### config.mk
export PLATFORM = sky130hd
export DESIGN_NAME = edge_event_scheduler
export DESIGN_NICKNAME = d
export VERILOG_FILES = /design/src/rtl/edge_evt_pkg.sv /design/src/rtl/edge_evt_chan.sv /design/src/rtl/edge_event_scheduler.sv
export SDC_FILE = /design/constraint.sdc
export NUM_CORES = 1
export LEC_CHECK = 0
export CORE_MARGIN = 8
export CORE_UTILIZATION = 46
export CTS_CLUSTER_DIAMETER = 200
export CTS_CLUSTER_SIZE = 10
export DETAILED_ROUTE_END_ITERATION = 8
export GPL_TIMING_DRIVEN = 0
export PLACE_DENSITY_LB_ADDON = 0.1
export SYNTH_ARGS = -nofsm -noshare
export SYNTH_HDL_FRONTEND = slang
export SYNTH_SLANG_ARGS = --single-unit
### constraint.sdc
create_clock -name clk -period 1.6 [get_ports clk]
set_input_delay 0.24 -clock clk [delete_from_list [all_inputs] [get_ports clk]]
set_output_delay 0.24 -clock clk [all_outputs]
set_load 0.005 [all_outputs]
### src/rtl/edge_evt_pkg.sv
// Shared types for the edge event scheduler.
package edge_evt_pkg;

  // Output port state: IDLE picks the next pending channel, OFFER holds it until accepted.
  typedef enum logic {
    IDLE  = 1'b0,
    OFFER = 1'b1
  } sched_state_t;

endpackage

### src/rtl/edge_evt_chan.sv
// One scheduler channel: 2-flop synchroniser, dual-edge detect, single-entry pending slot
// with polarity and a sticky overflow flag.
module edge_evt_chan (
  input  logic clk_i,
  input  logic rst_ni,
  input  logic level_i,
  input  logic load_i,
  input  logic clr_ovf_i,
  output logic pending_o,
  output logic pol_o,
  output logic overflow_o
);

  logic sync1_q, sync2_q, prev_q;
  logic pending_q, pending_d;
  logic pol_q, pol_d;
  logic ovf_q, ovf_d;
  logic edge_det;
  logic ovf_set;

  assign edge_det = sync2_q ^ prev_q;

  // Next pending/polarity/overflow; a load in the same cycle as a new edge hands the old
  // event out and keeps the new one pending, so nothing is lost.
  always_comb begin
    pending_d = pending_q;
    pol_d     = pol_q;
    ovf_set   = 1'b0;
    if (edge_det) begin
      pending_d = 1'b1;
      pol_d     = sync2_q;
      ovf_set   = pending_q & ~load_i;
    end else if (load_i) begin
      pending_d = 1'b0;
    end
    // Setting wins over a simultaneous clear.
    ovf_d = (ovf_q & ~clr_ovf_i) | ovf_set;
  end

  // Synchroniser, edge history and pending state.
  always_ff @(posedge clk_i or negedge rst_ni) begin
    if (!rst_ni) begin
      sync1_q   <= 1'b0;
      sync2_q   <= 1'b0;
      prev_q    <= 1'b0;
      pending_q <= 1'b0;
      pol_q     <= 1'b0;
      ovf_q     <= 1'b0;
    end else begin
      sync1_q   <= level_i;
      sync2_q   <= sync1_q;
      prev_q    <= sync2_q;
      pending_q <= pending_d;
      pol_q     <= pol_d;
      ovf_q     <= ovf_d;
    end
  end

  assign pending_o  = pending_q;
  assign pol_o      = pol_q;
  assign overflow_o = ovf_q;

endmodule

### src/rtl/edge_event_scheduler.sv
// Multi-channel dual-edge event scheduler: per-channel edge capture plus a round-robin
// arbiter feeding a single registered valid/ready event port.
module edge_event_scheduler
  import edge_evt_pkg::*;
#(
  parameter int unsigned N   = 4,
  parameter int unsigned IDW = $clog2(N)
) (
  input  logic           clk,
  input  logic           rst_n,
  input  logic [N-1:0]   level,
  output logic           evt_valid,
  input  logic           evt_ready,
  output logic [IDW-1:0] evt_id,
  output logic           evt_rise,
  output logic [N-1:0]   overflow,
  input  logic [N-1:0]   clr_overflow
);

  logic [N-1:0]   pending;
  logic [N-1:0]   pol;
  logic [N-1:0]   load_vec;
  logic           found;
  logic [IDW-1:0] sel;
  logic [IDW-1:0] cand;

  sched_state_t   state_q, state_d;
  logic           valid_q, valid_d;
  logic [IDW-1:0] id_q, id_d;
  logic           rise_q, rise_d;
  logic [IDW-1:0] rr_q, rr_d;

  for (genvar i = 0; i < N; i++) begin : g_chan
    edge_evt_chan u_chan (
      .clk_i      (clk),
      .rst_ni     (rst_n),
      .level_i    (level[i]),
      .load_i     (load_vec[i]),
      .clr_ovf_i  (clr_overflow[i]),
      .pending_o  (pending[i]),
      .pol_o      (pol[i]),
      .overflow_o (overflow[i])
    );
  end

  // Round-robin pick: first pending channel searching upward from rr+1, wrapping at N.
  always_comb begin
    found = 1'b0;
    sel   = '0;
    cand  = '0;
    for (int unsigned k = 1; k <= N; k++) begin
      cand = IDW'((32'(rr_q) + k) % N);
      if (!found && pending[cand]) begin
        found = 1'b1;
        sel   = cand;
      end
    end
    load_vec = '0;
    if (state_q == IDLE && found) begin
      load_vec[sel] = 1'b1;
    end
  end

  // FSM next state and registered output port contents.
  always_comb begin
    state_d = state_q;
    valid_d = valid_q;
    id_d    = id_q;
    rise_d  = rise_q;
    rr_d    = rr_q;
    unique case (state_q)
      IDLE: begin
        if (found) begin
          id_d    = sel;
          rise_d  = pol[sel];
          valid_d = 1'b1;
          rr_d    = sel;
          state_d = OFFER;
        end
      end
      OFFER: begin
        if (evt_ready) begin
          valid_d = 1'b0;
          state_d = IDLE;
        end
      end
      default: begin
        valid_d = 1'b0;
        state_d = IDLE;
      end
    endcase
  end

  // State, round-robin pointer and output registers.
  always_ff @(posedge clk or negedge rst_n) begin
    if (!rst_n) begin
      state_q <= IDLE;
      valid_q <= 1'b0;
      id_q    <= '0;
      rise_q  <= 1'b0;
      rr_q    <= IDW'(N - 1);
    end else begin
      state_q <= state_d;
      valid_q <= valid_d;
      id_q    <= id_d;
      rise_q  <= rise_d;
      rr_q    <= rr_d;
    end
  end

  assign evt_valid = valid_q;
  assign evt_id    = id_q;
  assign evt_rise  = rise_q;

endmodule
# --- Yosys cells after proc, flatten, opt, wreduce, memory -nomap -nowiden ---
# Index checks and enable logic that the tools add are counted.
op_classes:
  n_reduce_logical: 14
  muxes: 39
  magnitude_cmp: 6
  addsub: 4
  eq_ne: 2
  n_bitwise: 25
op_table:
  columns: ["op", "count"]
  rows:
  - ["two-way mux 1 bit", 26]
  - ["less-than comparator 2 x 3 -> 1 bit, second input constant", 5]
  - ["binary-select mux 1 bit (select 2 bit)", 5]
  - ["inverter 1 bit", 9]
  - ["bitwise AND 1 bit", 8]
  - ["two-way mux 2 bit", 4]
  - ["nonzero test 2 bit", 4]
  - ["logical AND 1 bit", 5]
  - ["adder 2 x 1 -> 2 bit, second input constant", 2]
  - ["adder 2 bit, second input constant", 2]
  - ["two-way mux 4 bit", 1]
  - ["inequality test 2 bit, second input constant", 2]
  - ["bitwise OR 1 bit", 4]
  - ["case mux 1 bit (2 select lines)", 2]
  - ["AND reduction 2 bit", 2]
  - ["bitwise XOR 1 bit", 4]
  - ["zero test 1 bit", 3]
  - ["demux 1 bit (select 2 bit)", 1]
  - [">= comparator 2 x 1 -> 1 bit, second input constant", 1]
totals:
  register_bits: 31
  wordCells: 119
  input_bits: 11

# --- Logic depth before layout (Yosys ltp) ---
logic_depth:
  word_depth: 22
  mapped_depth: 5
  depth_no_buf: 5

# --- By module ---
# From an unflattened synthesis, not the netlist that was laid out.
hier_totals:
  hier_cells: 105
  area_unflattened_um2: 1208.7
by_module_without_submodules:
  columns: ["module", "cells_each", "instances", "area_each_um2"]
  rows:
  - ["edge_evt_chan", 14, 4, 191.4]
  - ["edge_event_scheduler", 49, 1, 442.9]

# --- Worst setup path before layout ---
# Ideal clock, no wire load.
synth_timing:
  kind: "reg2reg"
  from: "register rr_q[1]"
  to: "register rise_q (netlist: evt_rise)"
  synth_period_minus_slack_ns: 1.677
  path_buffers: 0
  setup_slack_ns: -0.077
  stages_incl_launch_ff: 6
  arrival_ns: 1.545
  setup_ns: 0.132
  cell_sequence: "dfstp_2 mux2i_1 nor2_1 or3_4 a2111oi_4 a211oi_2"
synth_via:
  elab_chain_cells: 15
  word_cells_on_any_way: 29
  cone_classes: "add/sub: 4; mux: 18; reduce/logical: 7"
synth_rtl:
  columns: ["element", "line", "text"]
  rows:
  - ["start: declaration", "edge_event_scheduler.sv:31", "logic [IDW-1:0] rr_q, rr_d;"]
  - ["start signal: assignment", "edge_event_scheduler.sv:101", "rr_q <= IDW'(N - 1);"]
  - ["start signal: assignment", "edge_event_scheduler.sv:107", "rr_q <= rr_d;"]
  - ["adder 2 x 1 -> 2 bit", "edge_event_scheduler.sv:52", "cand = IDW'((32'(rr_q) + k) % N);"]
  - ["binary-select mux 1 bit (select 2 bit)", "edge_event_scheduler.sv:53", "if (!found && pending[cand]) begin"]
  - ["two-way mux 1 bit (implied by the code)", "edge_event_scheduler.sv:53", null]
  - ["two-way mux 1 bit", "edge_event_scheduler.sv:53", null]
  - ["zero test 1 bit", "edge_event_scheduler.sv:53", null]
  - ["logical AND 1 bit", "edge_event_scheduler.sv:53", null]
  - ["two-way mux 1 bit", "edge_event_scheduler.sv:53", null]
  - ["zero test 1 bit", "edge_event_scheduler.sv:53", null]
  - ["logical AND 1 bit", "edge_event_scheduler.sv:53", null]
  - ["two-way mux 1 bit", "edge_event_scheduler.sv:53", null]
  - ["zero test 1 bit", "edge_event_scheduler.sv:53", null]
  - ["logical AND 1 bit", "edge_event_scheduler.sv:53", null]
  - ["two-way mux 2 bit", "edge_event_scheduler.sv:53", null]
  - ["binary-select mux 1 bit (select 2 bit)", "edge_event_scheduler.sv:75", "rise_d = pol[sel];"]
  - ["two-way mux 1 bit (implied by the code)", "edge_event_scheduler.sv:75", null]
  - ["end signal: assignment", "edge_event_scheduler.sv:106", "rise_q <= rise_d;"]
  - ["end: declaration", "edge_event_scheduler.sv:30", "logic rise_q, rise_d;"]
# Parallel ways exist; a longest one is shown, timed or not. The select of a mux whose other input is x is not followed.
# A chain may end at the register's enable or synchronous reset.

# --- Worst setup path in the final report ---
# Same ends and word-level chain as after synthesis.

==> run metrics <==
CP Data Required Time 1.81 ns; area delta synth->final 28.7%; DR WL/cell 14.0 microns; die footprint 4640 sq um; vias in the first global route 825; first-pass GRT wire length 3980 microns; share of layout cells above drive strength 1 24.6%; worst setup path startpoint rr_q[1]; startpoint class of the critical path flip-flop; Detailed Route WL 2310 microns; root buf cell clkbuf_4; Tot GR Track Use 12.1%; Yosys reg bits 31; largest area contributor in the netlist dfrtp_1; # rows 19; I/O pin total 19; Worst-Skew Late Latency 0.33 ns; initial antenna violation count 0; Clock transition at path regs 0.10 ns; met3 usage 6.55%; Clock Sinks 31; htree depth 2; Die H 68.1 microns; Worst slew margin 55.5%; mean post-synth cell area 11.9 sq um; Top Usage Layer GRT met2; f_max 583 MHz; initial core utilization 46.9%; top cells by area, synth dfrtp_1, dfstp_2, nor2_1; FF-to-FF End evt_rise; PortBufs 18; Netlist cell types 30; fillers 234; Crit Path Category flip-flop to flip-flop; CP Max Fanout 4; Remaining DRCs 0; ant diodes 0; Lkg Pwr 0.684 nW; GPL Wtd Cong 0.800; met1 usage 13.9%; Final Core Density 60.3%; crit path capture evt_rise; total of max-cap violations 0; RR Startpoint rr_q[1]; core area 2660 sq um; post-DP HPWL 1580 microns; Final nets 144; maximum VDD drop 1350 uV; Finish-stage setup viols 6; clk buf depth 2; FF-to-FF path depth 5; violated checks negative setup slack; WP data arrival 1.93 ns; flop2flop setup slack -0.11 ns; RSZ-0062 raised after global routing true; Tcrit/Tclk final 107%; sequential fraction of the synthesis area 62.3%; final instance area 1610 sq um; placed cell area 1470 sq um; CTS tree built; setup ws final -0.115 ns; number of synthesis warnings 0; final worst clock skew 0.00461 ns; largest net degree at the start of global routing 32; Power Density 1670 nW/um^2; Chip Width 68.1 microns; drt via density 5.07; CP Capture Type flip-flop; met2 Use GR 17.9%; cells after synthesis 105; Net Count, Synth 116; CTS Buf Count 5; Remaining Overflow, GRT 0; via count 837; min-delay worst type input port to flip-flop; synthesized area 1250 sq um; initial DRC count 37; outcome complete, but fails checks; Tmin final 1.71 ns; antenna-violating nets left 0; Final Hold Fails 0; Max Transition Viols Final 0; slew at the pin closest to its max-slew limit 0.667 ns; top-area cell type share of the netlist area 58.1%; Detailed Routing Iterations Pass 1 4
[how the worst min path moves through the flow]
| stage | to | cells past startpoint | startpoint | slack (ns) |
|---|---|---|---|---|
| 2_1_floorplan | evt_id[0] | 0 | rst_n | -0.06 |
| 3_3_place_gp | g_chan[1].u_chan.sync2_q | 0 | g_chan[1].u_chan.sync1_q | 0.33 |
| 3_5_place_dp | g_chan[2].u_chan.sync2_q | 0 | g_chan[2].u_chan.sync1_q | 0.34 |
| 4_1_cts | g_chan[2].u_chan.sync1_q | 1 | level[2] | 0.32 |
| 5_1_grt | g_chan[2].u_chan.sync1_q | 1 | level[2] | 0.31 |
| 6_report | g_chan[2].u_chan.sync1_q | 1 | level[2] | 0.34 |
[logic make-up (layout without fill, tap and decap cells)]
logic type | Yosys count | count (layout) | synth area share, %
mux | 2 | 2 | 1.60
compound gates | 26 | 26 | 15.6
flops | 31 | 31 | 62.3
xor+xnor | 4 | 4 | 2.81
simple gates | 33 | 33 | 13.7
buf+inv | 9 | 38 | 3.91
[critical path, stage by stage (launching register included)]
cell and delay, ns:
dfstp_2 0.58, mux2i_1 0.18, nor2_1 0.10, or3_4 0.38, a2111oi_4 0.31, a211oi_2 0.05
[what timing repair did]
action	CTS	global route
gates resized for setup	8	4
hold endpoints to repair	0	29
setup buffers	2	0
cloned	0	0
pin swaps	0	0
hold buffers	0	1
endpoints found under the setup margin	9	12
[routing by layer]
metal  vias up  part of all wire, %  wire length, microns
li1        412                    -                     -
met1       407                   42                   973
met2        14                   52                  1190
met3         4                  4.6                   105
met4         0                  1.7                    39
met5         -                    0                     0
[report_power, final]
| part | switching, mW | total (mW) | internal, mW | leakage [nW] |
|---|---|---|---|---|
| clock | 0.265 | 0.634 | 0.369 | 0.0482 |
| combinational | 0.433 | 0.940 | 0.508 | 0.292 |
| sequential | 0.145 | 1.11 | 0.963 | 0.343 |
| total | 0.843 | 2.68 | 1.84 | 0.684 |
[cell usage after synthesis]
library cell,n
or2b_1,1
o211a_1,1
or4_1,1
xnor2_1,4
inv_1,5
a211oi_2,1
o21ai_0,8
dfstp_2,2
or3_4,1
nand2b_1,1
a21oi_2,1
a21o_2,1
mux2i_1,2
nor2_1,11
nand3_1,1
o21ba_2,1
and3_1,1
a21oi_1,4
o21a_1,1
nor2b_1,2
o22ai_1,4
a2111oi_4,1
dfrtp_1,29
o31ai_1,2
nand2_1,10
a21bo_1,1
or2b_2,2
nor3_2,1
buf_4,4
nor4b_1,1
[final cells by class]
cell class	instances	area (sq um)	share of cell area, %
Clock inverter	2	35.0	2.18
Timing Repair Buffer	21	200	12.5
Multi-Input combinational cell	65	452	28.1
Buffer	4	30.0	1.87
Tap cell	31	38.8	2.41
Inverter	5	18.8	1.17
Sequential cell	31	781	48.6
Clock buffer	6	51.3	3.19
[flip-flops by register name, indices dropped and copies added, names as in the netlist]
register and count:
evt_rise 1, evt_id 2, g_chan.u_chan.pending_o 4, evt_valid 1
rr_q 2, state_q 1, g_chan.u_chan.pol_o 4, g_chan.u_chan.sync1_q 4
g_chan.u_chan.sync2_q 4, g_chan.u_chan.prev_q 4, g_chan.u_chan.overflow_o 4
[cell usage in the layout, fill, tap and decap left out, types with 2 or more instances in the layout]
master	n
o21ai_0	5
nor2_1	10
o21ai_1	3
dfrtp_1	27
buf_4	6
xnor2_1	4
or2b_2	2
dfrtp_2	2
inv_1	5
dfstp_2	2
clkbuf_4	5
nand2_1	10
clkdlybuf4s50_1	17
a21oi_1	4
o22ai_1	4
mux2i_1	2
[through the flow]
| stage | power, mW | instances | setup TNS [ns] | worst slack (ns) | hold WS (ns) |
|---|---|---|---|---|---|
| detailed placement | 1.95 | 154 | -8.17 | -0.259 | 0.336 |
| global placement | 1.93 | 154 | -6.01 | -0.192 | 0.334 |
| CTS | 2.68 | 164 | -0.359 | -0.110 | 0.321 |
| global route | 2.87 | 165 | -1.04 | -0.197 | 0.305 |
| floorplan | 1.63 | 105 | -0.0385 | -0.0288 | -0.0556 |
| finish | 2.68 | 165 | -0.406 | -0.115 | 0.339 |
No activity file was read; power rests on OpenSTA's default activity.
